`config.mk`:
```
export PLATFORM = sky130hd
export DESIGN_NAME = pmem_arbiter
export DESIGN_NICKNAME = d
export VERILOG_FILES = /design/src/rtl/pmem_arb_pkg.sv /design/src/rtl/pmem_burst_adaptor.sv /design/src/rtl/pmem_arbiter.sv
export SDC_FILE = /design/constraint.sdc
export NUM_CORES = 1
export LEC_CHECK = 0
export ABC_AREA = 1
export CORE_AREA = 2 2 388 390
export CTS_CLUSTER_SIZE = 10
export DETAILED_ROUTE_END_ITERATION = 8
export DIE_AREA = 0 0 390 392
export DONT_BUFFER_PORTS = 1
export HOLD_SLACK_MARGIN = 0.15
export PLACE_DENSITY = 0.49
export SETUP_SLACK_MARGIN = 0.05
export SLEW_MARGIN = 20
export SYNTH_ARGS = -nofsm -noshare
export SYNTH_HDL_FRONTEND = slang
export SYNTH_SLANG_ARGS = --single-unit
```
`constraint.sdc`:
```
create_clock -name clk -period 3.1 [get_ports clk]
set_clock_uncertainty 0.2 [all_clocks]
set_input_delay 0.62 -clock clk [delete_from_list [all_inputs] [get_ports clk]]
set_output_delay 0.62 -clock clk [all_outputs]
set_load 0.05 [all_outputs]
```
`src/rtl/pmem_arb_pkg.sv`:
```
// Shared widths, types and helpers for the cache-to-physical-memory arbiter.
package pmem_arb_pkg;

  localparam int unsigned ADDR_W      = 32;
  localparam int unsigned LINE_W      = 256;
  localparam int unsigned BEAT_W      = 64;
  localparam int unsigned BEATS       = LINE_W / BEAT_W;
  localparam int unsigned CNT_W       = $clog2(BEATS);
  localparam int unsigned OFFSET_BITS = $clog2(LINE_W / 8);

  typedef logic [BEAT_W-1:0]             beat_t;
  typedef logic [BEATS-1:0][BEAT_W-1:0]  line_t;
  typedef logic [CNT_W-1:0]              cnt_t;

  typedef enum logic [1:0] {IDLE, READ, WRITE, DONE} arb_state_t;
  typedef enum logic {REQ_I, REQ_D} arb_req_t;

  // Clear the byte-offset bits so every burst starts on a line boundary.
  function automatic logic [ADDR_W-1:0] line_align(input logic [ADDR_W-1:0] addr);
    return {addr[ADDR_W-1:OFFSET_BITS], OFFSET_BITS'(0)};
  endfunction

endpackage

```
`src/rtl/pmem_burst_adaptor.sv`:
```
// Beat counter plus the shared line register used to assemble read beats
// and to serve write beats one slice at a time.
module pmem_burst_adaptor
  import pmem_arb_pkg::*;
(
  input  logic  clk,
  input  logic  rst,
  input  logic  clear,
  input  logic  load,
  input  line_t wline,
  input  logic  beat_en,
  input  logic  is_read,
  input  beat_t rbeat,
  output beat_t wbeat,
  output line_t line_c,
  output logic  last_c
);

  cnt_t  cnt_q;
  cnt_t  cnt_nxt;
  line_t line_q;

  assign cnt_nxt = cnt_q + CNT_W'(1);
  assign last_c  = (cnt_q == CNT_W'(BEATS - 1));

  // Line with the beat currently on the bus dropped into its slot.
  always_comb begin
    line_c        = line_q;
    line_c[cnt_q] = rbeat;
  end

  always_ff @(posedge clk or negedge rst) begin
    if (!rst) begin
      cnt_q  <= '0;
      line_q <= '0;
      wbeat  <= '0;
    end else begin
      if (clear) begin
        cnt_q <= '0;
      end else if (beat_en) begin
        cnt_q <= cnt_nxt;
      end
      if (load) begin
        line_q <= wline;
        wbeat  <= wline[0];
      end else if (beat_en) begin
        if (is_read) begin
          line_q <= line_c;
        end else begin
          // Preload the following slice so the write beat is a flop output.
          wbeat <= line_q[cnt_nxt];
        end
      end
    end
  end

endmodule

```
`src/rtl/pmem_arbiter.sv`:
```
// Arbitrates I-cache and D-cache line requests onto one 4-beat pmem port.
// Define PMEM_ARB_RR_EN for round-robin on conflicts; otherwise D beats I.
module pmem_arbiter
  import pmem_arb_pkg::*;
(
  input  logic              clk,
  input  logic              rst,
  input  logic              imem_read,
  input  logic [ADDR_W-1:0] imem_address,
  output logic [LINE_W-1:0] imem_rdata,
  output logic              imem_resp,
  input  logic              dmem_read,
  input  logic              dmem_write,
  input  logic [ADDR_W-1:0] dmem_address,
  input  logic [LINE_W-1:0] dmem_wdata,
  output logic [LINE_W-1:0] dmem_rdata,
  output logic              dmem_resp,
  output logic              pmem_read,
  output logic              pmem_write,
  output logic [ADDR_W-1:0] pmem_address,
  output logic [BEAT_W-1:0] pmem_wdata,
  input  logic [BEAT_W-1:0] pmem_rdata,
  input  logic              pmem_resp
);

  arb_state_t state_q, state_nxt;
  arb_req_t   grant_q, grant_nxt;
  logic       start, wr_load, pick_d, d_req, i_req, beat_en, last_c;
  line_t      line_c;

  assign d_req   = dmem_read | dmem_write;
  assign i_req   = imem_read;
  assign beat_en = pmem_resp && ((state_q == READ) || (state_q == WRITE));

`ifdef PMEM_ARB_RR_EN
  arb_req_t last_q;

  // On a conflict, favour whichever requester was not granted last.
  assign pick_d = d_req && (!i_req || (last_q == REQ_I));

  always_ff @(posedge clk or negedge rst) begin
    if (!rst) begin
      last_q <= REQ_I;
    end else if (start) begin
      last_q <= grant_nxt;
    end
  end
`else
  assign pick_d = d_req;
`endif

  always_comb begin
    state_nxt = state_q;
    grant_nxt = grant_q;
    start     = 1'b0;
    wr_load   = 1'b0;
    case (state_q)
      IDLE: begin
        if (pick_d) begin
          start     = 1'b1;
          wr_load   = dmem_write;
          grant_nxt = REQ_D;
          state_nxt = dmem_write ? WRITE : READ;
        end else if (i_req) begin
          start     = 1'b1;
          grant_nxt = REQ_I;
          state_nxt = READ;
        end
      end
      READ, WRITE: begin
        if (beat_en && last_c) begin
          state_nxt = DONE;
        end
      end
      DONE:    state_nxt = IDLE;
      default: state_nxt = IDLE;
    endcase
  end

  always_ff @(posedge clk or negedge rst) begin
    if (!rst) begin
      state_q      <= IDLE;
      grant_q      <= REQ_D;
      pmem_read    <= 1'b0;
      pmem_write   <= 1'b0;
      pmem_address <= '0;
      imem_resp    <= 1'b0;
      dmem_resp    <= 1'b0;
      imem_rdata   <= '0;
      dmem_rdata   <= '0;
    end else begin
      state_q    <= state_nxt;
      grant_q    <= grant_nxt;
      pmem_read  <= (state_nxt == READ);
      pmem_write <= (state_nxt == WRITE);
      imem_resp  <= (state_nxt == DONE) && (grant_q == REQ_I);
      dmem_resp  <= (state_nxt == DONE) && (grant_q == REQ_D);
      if (start) begin
        pmem_address <= line_align(pick_d ? dmem_address : imem_address);
      end
      // Read data only changes when that requester's own read completes.
      if ((state_q == READ) && beat_en && last_c) begin
        if (grant_q == REQ_D) begin
          dmem_rdata <= line_c;
        end else begin
          imem_rdata <= line_c;
        end
      end
    end
  end

  pmem_burst_adaptor u_burst (
    .clk     (clk),
    .rst     (rst),
    .clear   (state_q == IDLE),
    .load    (wr_load),
    .wline   (dmem_wdata),
    .beat_en (beat_en),
    .is_read (state_q == READ),
    .rbeat   (pmem_rdata),
    .wbeat   (pmem_wdata),
    .line_c  (line_c),
    .last_c  (last_c)
  );

endmodule

```
== Word-level counts from Yosys, hierarchy flattened ==
Index checks and enable logic that the tools add are counted.
Word-level totals
  output and inout bits: 612
  input bits: 390
  register bits after elaboration: 868
  logic and storage cells: 74
Operators by class
  add/sub/neg operators: 1
  mux-type cells: 26
  $lt $le $gt $ge: 3
  bitwise operators: 2
  equality and inequality tests: 8
  reductions and logical operators: 19
Operators by type and width (count)
  two-way mux 256 bit: 3
  two-way mux 64 bit: 5
  bitwise mux 256 bit: 1
  binary-select mux 64 bit (select 2 bit): 1
  demux 64 bit (select 2 bit): 1
  two-way mux 32 bit: 1
  two-way mux 2 bit: 6
  == test 2 bit, second input constant: 5
  AND reduction 2 bit: 5
  nonzero test 2 bit: 4
  logical AND 1 bit: 7
  two-way mux 1 bit: 7
  less-than comparator 2 x 3 -> 1 bit, second input constant: 2
  one-hot mux 2 bit (3 select lines): 1
  == test 2 x 1 -> 1 bit, second input constant: 2
  adder 2 x 1 -> 2 bit, second input constant: 1
  greater-or-equal comparator 2 x 1 -> 1 bit, second input constant: 1
  zero test 2 bit: 1
  inequality test 2 x 1 -> 1 bit, second input constant: 1
  OR reduction 2 bit: 1
  logical OR 1 bit: 1
  NOT 1 bit: 1
  OR 1 bit: 1

== Longest topological paths before layout ==
Gate-level depths: netlist of run 1.
  word-level depth: 8
  mapped depth: 11
  gate-level depth less buffers: 8

== Hierarchy ==
From an unflattened synthesis of run 1, not the netlist that was laid out.
Second synthesis, totals
  cell total of the unflattened synthesis: 5100
  area, all modules: 41322.1 µm²
Modules (own cells, without submodules)
  pmem_arbiter: cells an instance 2360, sequential area each 13664.4 µm², area an instance 21685.8 µm², instances 1
  pmem_burst_adaptor: cells an instance 2740, sequential area each 8057.7 µm², area an instance 19636.3 µm², instances 1

== Worst setup path before layout of run 1 ==
No wires, ideal clock.
  path type: reg-to-reg
  from: register u_burst.cnt_q[0]
  to: register u_burst.line_q[182] (netlist name)
  setup slack: 624 ps
  arrival time: 2204 ps
  stages on the path, launching flop included: 12
  data required time: 2828 ps
  clock period less this slack: 2476 ps
  path buffers: 5
  library setup time: 72 ps
  cell sequence: dfrtp_1 -> clkinv_1 -> clkbuf_1 -> clkbuf_1 -> ha_1 -> buf_2 -> buf_2 -> clkbuf_1 -> nand2_1 -> o21ai_0 -> nor3_1 -> nor2_1
On the way
  cells in the longest elaborated chain, start to end: 8
  elaborated cells between the ends (all ways): 9
  classes of those cells: 2 x order compare; 6 x mux; 1 x reduce/logical
Ends and longest elaborated chain
  from (decl): line pmem_burst_adaptor.sv:19  | cnt_t cnt_q;
  from (signal assigned): line pmem_burst_adaptor.sv:41  | cnt_q <= cnt_nxt;
  less-than comparator 2 x 3 -> 1 bit (implied by the code) / greater-or-equal comparator 2 x 1 -> 1 bit (equally long branches): line pmem_burst_adaptor.sv:29  | line_c[cnt_q] = rbeat;
  logical AND 1 bit (implied by the code): line pmem_burst_adaptor.sv:29
  two-way mux 64 bit (implied by the code): line pmem_burst_adaptor.sv:29
  demux 64 bit (select 2 bit) *
  bitwise mux 256 bit *: line pmem_burst_adaptor.sv:29
  two-way mux 256 bit *: line pmem_burst_adaptor.sv:47  | if (is_read) begin
  two-way mux 256 bit *: line pmem_burst_adaptor.sv:46  | end else if (beat_en) begin
  two-way mux 256 bit *: line pmem_burst_adaptor.sv:43  | if (load) begin
  to (signal assigned): line pmem_burst_adaptor.sv:44  | line_q <= wline;
  to (signal assigned): line pmem_burst_adaptor.sv:48  | line_q <= line_c;
  to (decl): line pmem_burst_adaptor.sv:21  | line_t line_q;
Mark *: on every way between the ends. The rest lies on a longest branch, timed or not. The select of a mux whose other input is x is not followed.
A chain may end at the register's enable or synchronous reset.

== Final worst setup path of run 1 ==
  from: register state_q[0]
  to: register u_burst.line_q[154] (netlist name)
On the way
  cells in the longest elaborated chain, start to end: 5
  elaborated cells between the ends (all ways): 10
  classes of those cells: 2 x eq/ne; 2 x mux; 6 x reduce/logical
Ends and longest elaborated chain
  from (decl): line pmem_arbiter.sv:26  | arb_state_t state_q, state_nxt;
  from (signal assigned): line pmem_arbiter.sv:92  | state_q <= state_nxt;
  == test 2 x 1 -> 1 bit / == test 2 bit (equally long branches): line pmem_arbiter.sv:33, pmem_arbiter.sv:119
  logical OR 1 bit: line pmem_arbiter.sv:33  | assign beat_en = pmem_resp && ((state_q == READ) || (state_q == WRITE));
  logical AND 1 bit: line pmem_arbiter.sv:33
  nonzero test 2 bit (no line)
  AND reduction 2 bit (no line)
Several ways; a longest one is shown, not always the timed one.

==> results of run 1 <==
## area by class of cell
cell class	instances	area (um^2)	share of cell area (%)
flip-flops and latches	868	21700	41.5
multi-input cells	3229	14500	27.7
repair buffers	680	7230	13.8
inverters	875	3300	6.31
clock buffers	142	2930	5.59
well taps	1944	2430	4.65
clock inverters	15	198	0.378
diodes	16	40.0	0.0765
## power groups by stage
stage                     registers, uW  logic (uW)  clock network, uW
after detailed placement          25500       19200                  0
final                             25300       22400              11700
after CTS                         25300       21900              12000
after floorplan                   24100       12100                  0
after global placement            25500       19000                  0
after global routing              25700       24900              12400
## worst register-to-register path: stages (launching register included)
cell           delay, ns
dfrtp_2             0.40
inv_1               0.05
ha_1                0.34
nand2_1             0.14
inv_2               0.09
nand2_8             0.12
buf_12              0.50
nor3_1              0.31
nor2_1              0.14
dlygate4sd3_1       0.57
## per-layer routing
metal  wire, um  part of all wire, %  GRT usage (%)
met3      15100                  8.7           6.10
met1      71000                   41           27.6
met5         55                0.032              0
met2      81600                   47           35.8
met4       5750                  3.3           7.48
## per-stage QoR
step	util [%]	power (uW)	area [um^2]	hold slack, ns	setup slack (ns)
after floorplan	-	36200	40900	0.124	0.624
after global placement	29.2	44500	43400	0.148	0.382
after detailed placement	29.2	44700	43400	0.160	0.383
after CTS	34.9	59200	52000	-0.664	0.0727
after global routing	35.1	63000	52300	-0.663	0.0534
final	35.2	59400	52400	-0.611	0.180
## worst min-delay path by stage
stage	from	slack (ns)	endpoint	cells past startpoint
final	rst	-0.61	dmem_rdata[40]$_DFFE_PN0P_	0
after global placement	rst	0.15	dmem_rdata[230]$_DFFE_PN0P_	0
after floorplan	rst	0.12	dmem_rdata[0]$_DFFE_PN0P_	0
after CTS	rst	-0.66	dmem_rdata[40]$_DFFE_PN0P_	0
after global routing	rst	-0.66	dmem_rdata[40]$_DFFE_PN0P_	0
after detailed placement	rst	0.16	dmem_rdata[230]$_DFFE_PN0P_	0
## repair_timing
item,in CTS,in global routing
setup buffers,0,3
setup endpoints to repair,0,104
hold endpoints to repair,1686,161
gates resized for setup,0,7
## cells by family after synthesis
kind of cell,count (synthesis),synth area share [%]
fa+ha+maj,7,0.214
buf+inv,1232,11.8
simple gates,2003,19.4
other cells,1,0.00916
compound gates,1214,15.4
flops,868,53.1
## synth_stat cells
cell type / n / area share, %
buf_1: 39 / 0.36
conb_1: 1 / 0.0092
nand2_1: 1283 / 12
clkbuf_1: 164 / 1.5
nor3_4: 2 / 0.080
ha_1: 7 / 0.21
o21ai_1: 13 / 0.16
o22ai_1: 189 / 2.9
nand2_2: 2 / 0.031
dfstp_2: 1 / 0.064
buf_2: 147 / 1.8
nor2_1: 389 / 3.6
o21ai_0: 883 / 11
a21oi_1: 129 / 1.6
dfrtp_1: 867 / 53
inv_2: 2 / 0.018
nor3_1: 191 / 2.3
buf_4: 7 / 0.13
clkinv_1: 3 / 0.028
nand3_1: 136 / 1.7
inv_1: 870 / 8.0
## cells in the final DEF, fill, tap and decap left out, types with 4 or more instances in the layout
master and instances:
buf_4 79, o21ai_0 879, ha_4 4, clkbuf_1 23, nor3_1 190, clkinv_16 4, nand3_1 136, buf_16 9
o21ai_1 16, clkinv_2 4, o22ai_1 189, a21oi_1 129, clkbuf_8 12, diode_2 16, dfrtp_1 865, dlygate4sd3_1 547
nand2_1 1281, clkbuf_16 110, buf_12 42, conb_1 5, nor2_1 388, inv_1 868
## flip-flops by register name, summed over array words and instances, names as in the netlist
| register | flops |
|---|---|
| imem_rdata | 256 |
| u_burst.line_q | 256 |
| pmem_read | 1 |
| state_q | 2 |
| dmem_rdata | 256 |
| grant_q | 1 |
| dmem_resp | 1 |
| u_burst.wbeat | 64 |
| imem_resp | 1 |
| pmem_write | 1 |
| pmem_address | 27 |
| u_burst.cnt_q | 2 |
==> impl_results.md, run 1 <==
* Status: complete, but fails checks
* Failing checks: hold timing
* Worst setup SP type: register
* Fin crit period at 2.92 ns
* Non-Filler Instances at between 7k and 8k
* CTS tree: built
* Synth Warn # at 0
* Final hold vios at around 160
* WS Path Type: reg2reg
* Worst Path Max Fanout at between 100 and 150
* Number of cells on the critical path at 9
* Leakage power at between 0.02 and 0.025 uW
* Internal power at between 20000 and 30000 uW
* Buf+Inv Stages, Crit Path at 4
* Critical Path Max Stage Delay at 0.57 ns
* Io pins at around 1.0k
* Cell family with most CP delay: buffers and inverters
* Starting Density at a little over a quarter
* Row cnt at ~140
* # placed instances at 7037
* Syn avg cell area at 7.68 um^2
* Routed Antenna Nets at 0
* Die X-Extent at ~390 um
* DR vias at approximately 38k
* Reg clk slew, reported paths at ~0.060 ns
* Slowest cell on the critical path: dlygate4sd3_1
* CTS sink count at between 800 and 900
* Total wire length at between 150000 and 200000 um
* H-tree depth at 3
* Antenna violations before repair at 15
* FILL cells at ~15k
* Worst endpoint required time at roughly 3.6 ns
* Total CTS buffers at around 110
* Syn-to-layout area delta at 27.9%
* PwrDens at approximately 1100 nW/um^2
* Final setup vio count at 0
* Core ar. at 149000 um^2
* Sequential share of power at 42.6%
* Die area at 153000 um^2
* 1st-pass router iterations at 5
* Worst EP arrival at 3.39 ns
* Slew Limit Headroom at 20.6%
* Worst path cell trace: inv_1, ha_1, nand2_1, inv_2, nand2_8, buf_12, nor3_1, nor2_1, dlygate4sd3_1
* Total gr overflow at 0
* Reg2reg setup slack at ~0.18 ns
* Synthesized flop and latch total at about 870
* Period utilisation layout at 94.2%
* I/O Buffers at 0
* Post-synth cell types at 21
* NetSw at 29900 uW
* Peak supply drop at around 0.85 mV
* Die H at around 390 um
* Hold Crit Class: in2async
* Wire per inst at between 20 and 25 um
* Root Driver: clkbuf_16
* Cts hold-fix bufs at roughly 550
* Crit path from: state_q[0]$_DFF_PN0_
* Pin count of the biggest net entering global routing at ~870
* First-pass GRT wire length at between 200000 and 300000 um
* Cell area after synthesis at between 40000 and 50000 um^2
* RePlAce Congestion at just under 0.9
* Sum of negative setup slack at 0 ns
* Remaining DRCs at 0
* Reg2Reg Depth at 9
* Post-DP HPWL at approximately 120000 um
* Gr usage total at a little over a fifth
* Fmax at 342 MHz
* Least-Margin Pin Slew at 1.18 ns
* CTS max path bufs at 3
* DRT iter0 DRCs at between 3k and 4k
* Post-synthesis cell count at ~5.3k
* RSZ-0062 raised after global routing: false
* Reg2reg start: state_q[0]$_DFF_PN0_
* Critical Path End: u_burst.line_q[154]$_DFFE_PN0P_
* Max Cap Violations at 0
* Clock Power Share at around a fifth
* Seq/Total Area, Yosys at around 53%
* Vias/cell at just under 5
* Switch share at 50.4%
* Clock Latency Late Sink at just over 0.7 ns
* FF-to-FF End: u_burst.line_q[154]$_DFFE_PN0P_
* # nets final at 6156
* Critical Path End Type: register
* Combinational share of power at between 30% and 40%
* Share of cells above drive strength 1 at 4.96%
* Fin. max-slew vios at 0
* Hold Worst Slack at -0.611 ns
* Vias in the first global route at ~37k
Note: power is estimated with default switching activity, not from simulation.
==> run 2, diff against run 1 <==
CORE_AREA = 2 2 390 392   (was 2 2 388 390)
DIE_AREA = 0 0 392 394   (was 0 0 390 392)
SYNTH_HIERARCHICAL = 1   (was not set)
==> impl_results.md, run 2 <==
* Syn avg cell area at just over 8 um^2
* Largest registers: dmem_rdata (256), imem_rdata (256), u_burst/line_q (256)
* Total CTS buffers at between 100 and 150
* PwrDens at around 1000 nW/um^2
* Worst Path Max Fanout at 44
* Die X-Extent at approximately 390 um
* Failing checks: hold timing
* Post-DP HPWL at ~120000 um
* Overall power at 55200 uW
* Gr usage total at between 20% and 30%
* Antenna violations before repair at 29
* CTS sink count at 868
* 1st-pass router iterations at 6
* RSZ-0062 raised after global routing: true
* CTS max path bufs at 3
* Synth Warn # at 6
* Utilization after layout at a little over a third
* Reg clk slew, reported paths at 0.06 ns
* RePlAce Congestion at roughly 0.85
* H-tree depth at 3
* Share of cells above drive strength 1 at around 5.4%
* Fin crit period at between 3 and 4 ns
* Top cells by area, synth: dfrtp_1 53%, nand2_1 11%, o21ai_0 11%
* Fin. max-slew vios at 0
* Fmax at 332 MHz
* WS Path Type: reg2reg
* Yosys top cell area share at about 53%
* Hold Crit Class: in2async
* Most frequent cells in the layout: 1219 x nand2_1, 906 x o21ai_0, 866 x dfrtp_1, 846 x inv_1, 572 x dlygate4sd3_1
* Status: complete, but fails checks
* Worst EP arrival at 3.47 ns
* CTS tree: built
* EDFF count, synth at 0
* Cell area after synthesis at about 41000 um^2
* Commonest non-fill, non-tap cell in the layout: nand2_1
* Clock Latency Late Sink at about 0.73 ns
* Most common cell in the synthesized netlist: nand2_1
* Routed Antenna Nets at 0
* Wire per inst at between 20 and 25 um
* DR vias at between 30k and 40k
* Reg2Reg Depth at 10
* DRT iter0 DRCs at 2910
* Post-synth cell types at 30
* Remaining DRCs at 0
* Period utilisation layout at 97.2%
* Row cnt at 143
* Worst endpoint required time at approximately 3.6 ns
* Synthesized flop and latch total at between 800 and 900
* Final hold vios at 19
* # nets final at about 6k
* Total wire length at 173000 um
* Vias/cell at just under 5
* Seq/Total Area, Yosys at between 50% and 60%
* Reg2reg start: state_q[1]$_DFF_PN0_
* Pin count of the biggest net entering global routing at just under 900
* Die H at between 300 and 400 um
* FFs w/ async S/R, synth at 100%
* Reg2reg setup slack at ~0.086 ns
* Non-Filler Instances at around 7.7k
* Least-Margin Pin Slew at approximately 1.1 ns
* Die area at 154000 um^2
* Max Cap Violations at 0
* Worst setup SP type: register
* I/O Buffers at 0
* Syn-to-layout area delta at 27.9%
* Post-synth top area cell: dfrtp_1
* Starting Density at between 20% and 30%
* Root Driver: clkbuf_16
* Slew Limit Headroom at a little over a quarter
* Peak supply drop at about 0.61 mV
* Post-synth top cells: 1219 x nand2_1, 908 x o21ai_0, 867 x dfrtp_1
* Core ar. at about 150000 um^2
* FF-to-FF End: u_burst/line_q[9]$_DFFE_PN0P_
* Leakage power at around 0.024 uW
* Critical Path End Type: register
* Vias in the first global route at ~37k
* Final setup vio count at 0
* # placed instances at about 6.9k
* Io pins at roughly 1k
* FILL cells at 15.7k
* Post-synthesis cell count at 5100
* Hold Worst Slack at -0.0516 ns
* First-pass GRT wire length at ~250000 um
* Post-synth top flop: dfrtp_1
* Total gr overflow at 0
==> run 2: cells by family after synthesis <==
group / count (synthesis) / share of synthesized area (%)
AOI/OAI and AO/OA: 1465 / 20.0
adders and majority gates: 6 / 0.182
buffers and inverters: 1205 / 12.5
DFF: 868 / 52.6
other: 1 / 0.00908
and+or+nand+nor: 1555 / 14.7
==> run 2: what timing repair did <==
item,CTS,global route
setup endpoints to repair,0,113
buffers inserted,0,8
hold buffers,573,6
resized for setup,0,12
hold endpoints to repair,1688,318
==> run 2: final cells by class <==
| cell class | count | area, um^2 | share of cell area [%] |
|---|---|---|---|
| repair buffers | 723 | 7670 | 14.5 |
| inverters | 851 | 3230 | 6.12 |
| flip-flops and latches | 868 | 21700 | 41.1 |
| multi-input cells | 3031 | 14600 | 27.5 |
| diodes | 17 | 42.5 | 0.0805 |
| well taps | 2030 | 2540 | 4.80 |
| clock inverters | 15 | 262 | 0.495 |
| clock buffers | 137 | 2840 | 5.37 |
==> run 2: critical path, stage by stage (launching register included) <==
cell,delay (ns)
dfrtp_1,0.40
inv_1,0.08
ha_1,0.19
nand2_1,0.10
bufinv_16,0.34
inv_6,0.13
nand2_8,0.42
buf_4,0.29
nor2_1,0.05
a31oi_1,0.13
dlygate4sd3_1,0.56
==> run 2: report_power, final <==
group / total [uW] / switching, uW / internal, uW / leakage [uW]
registers: 25300 / 10400 / 14900 / 0.00874
clock network: 11700 / 5100 / 6590 / 0.00151
logic: 18200 / 11700 / 6520 / 0.0138
==> run 2: per-layer routing <==
layer / GRT usage (%) / routed length, um / vias up
met3: 6.21 / 16000 / 272
met2: 35.4 / 81700 / 1508
met4: 7.71 / 5920 / 20
met5: 0 / 127 / -
li1: - / - / 17203
met1: 26.8 / 69100 / 18060
==> run 2: worst max-delay path by stage <==
stage | startpoint | end | slack, ns | cells past startpoint
finish | state_q[1]$_DFF_PN0_ | u_burst/line_q[9]$_DFFE_PN0P_ | 0.09 | 10
detailed placement | state_q[1]$_DFF_PN0_ | u_burst/line_q[54]$_DFFE_PN0P_ | 0.48 | 9
floorplan | u_burst/cnt_q[0]$_DFFE_PN0P_ | imem_rdata[59]$_DFFE_PN0P_ | 0.88 | 11
global route | state_q[1]$_DFF_PN0_ | u_burst/line_q[62]$_DFFE_PN0P_ | -0.03 | 10
CTS | state_q[1]$_DFF_PN0_ | u_burst/line_q[9]$_DFFE_PN0P_ | 0.08 | 10
global placement | state_q[1]$_DFF_PN0_ | u_burst/line_q[54]$_DFFE_PN0P_ | 0.54 | 9
==> run 2: stage by stage <==
stage	setup slack, ns	TNS [ns]	area (um^2)
floorplan	0.880	0	41300
finish	0.0858	0	52900
CTS	0.0803	0	52300
global placement	0.536	0	43500
global route	-0.0340	-0.127	52800
detailed placement	0.477	0	43500
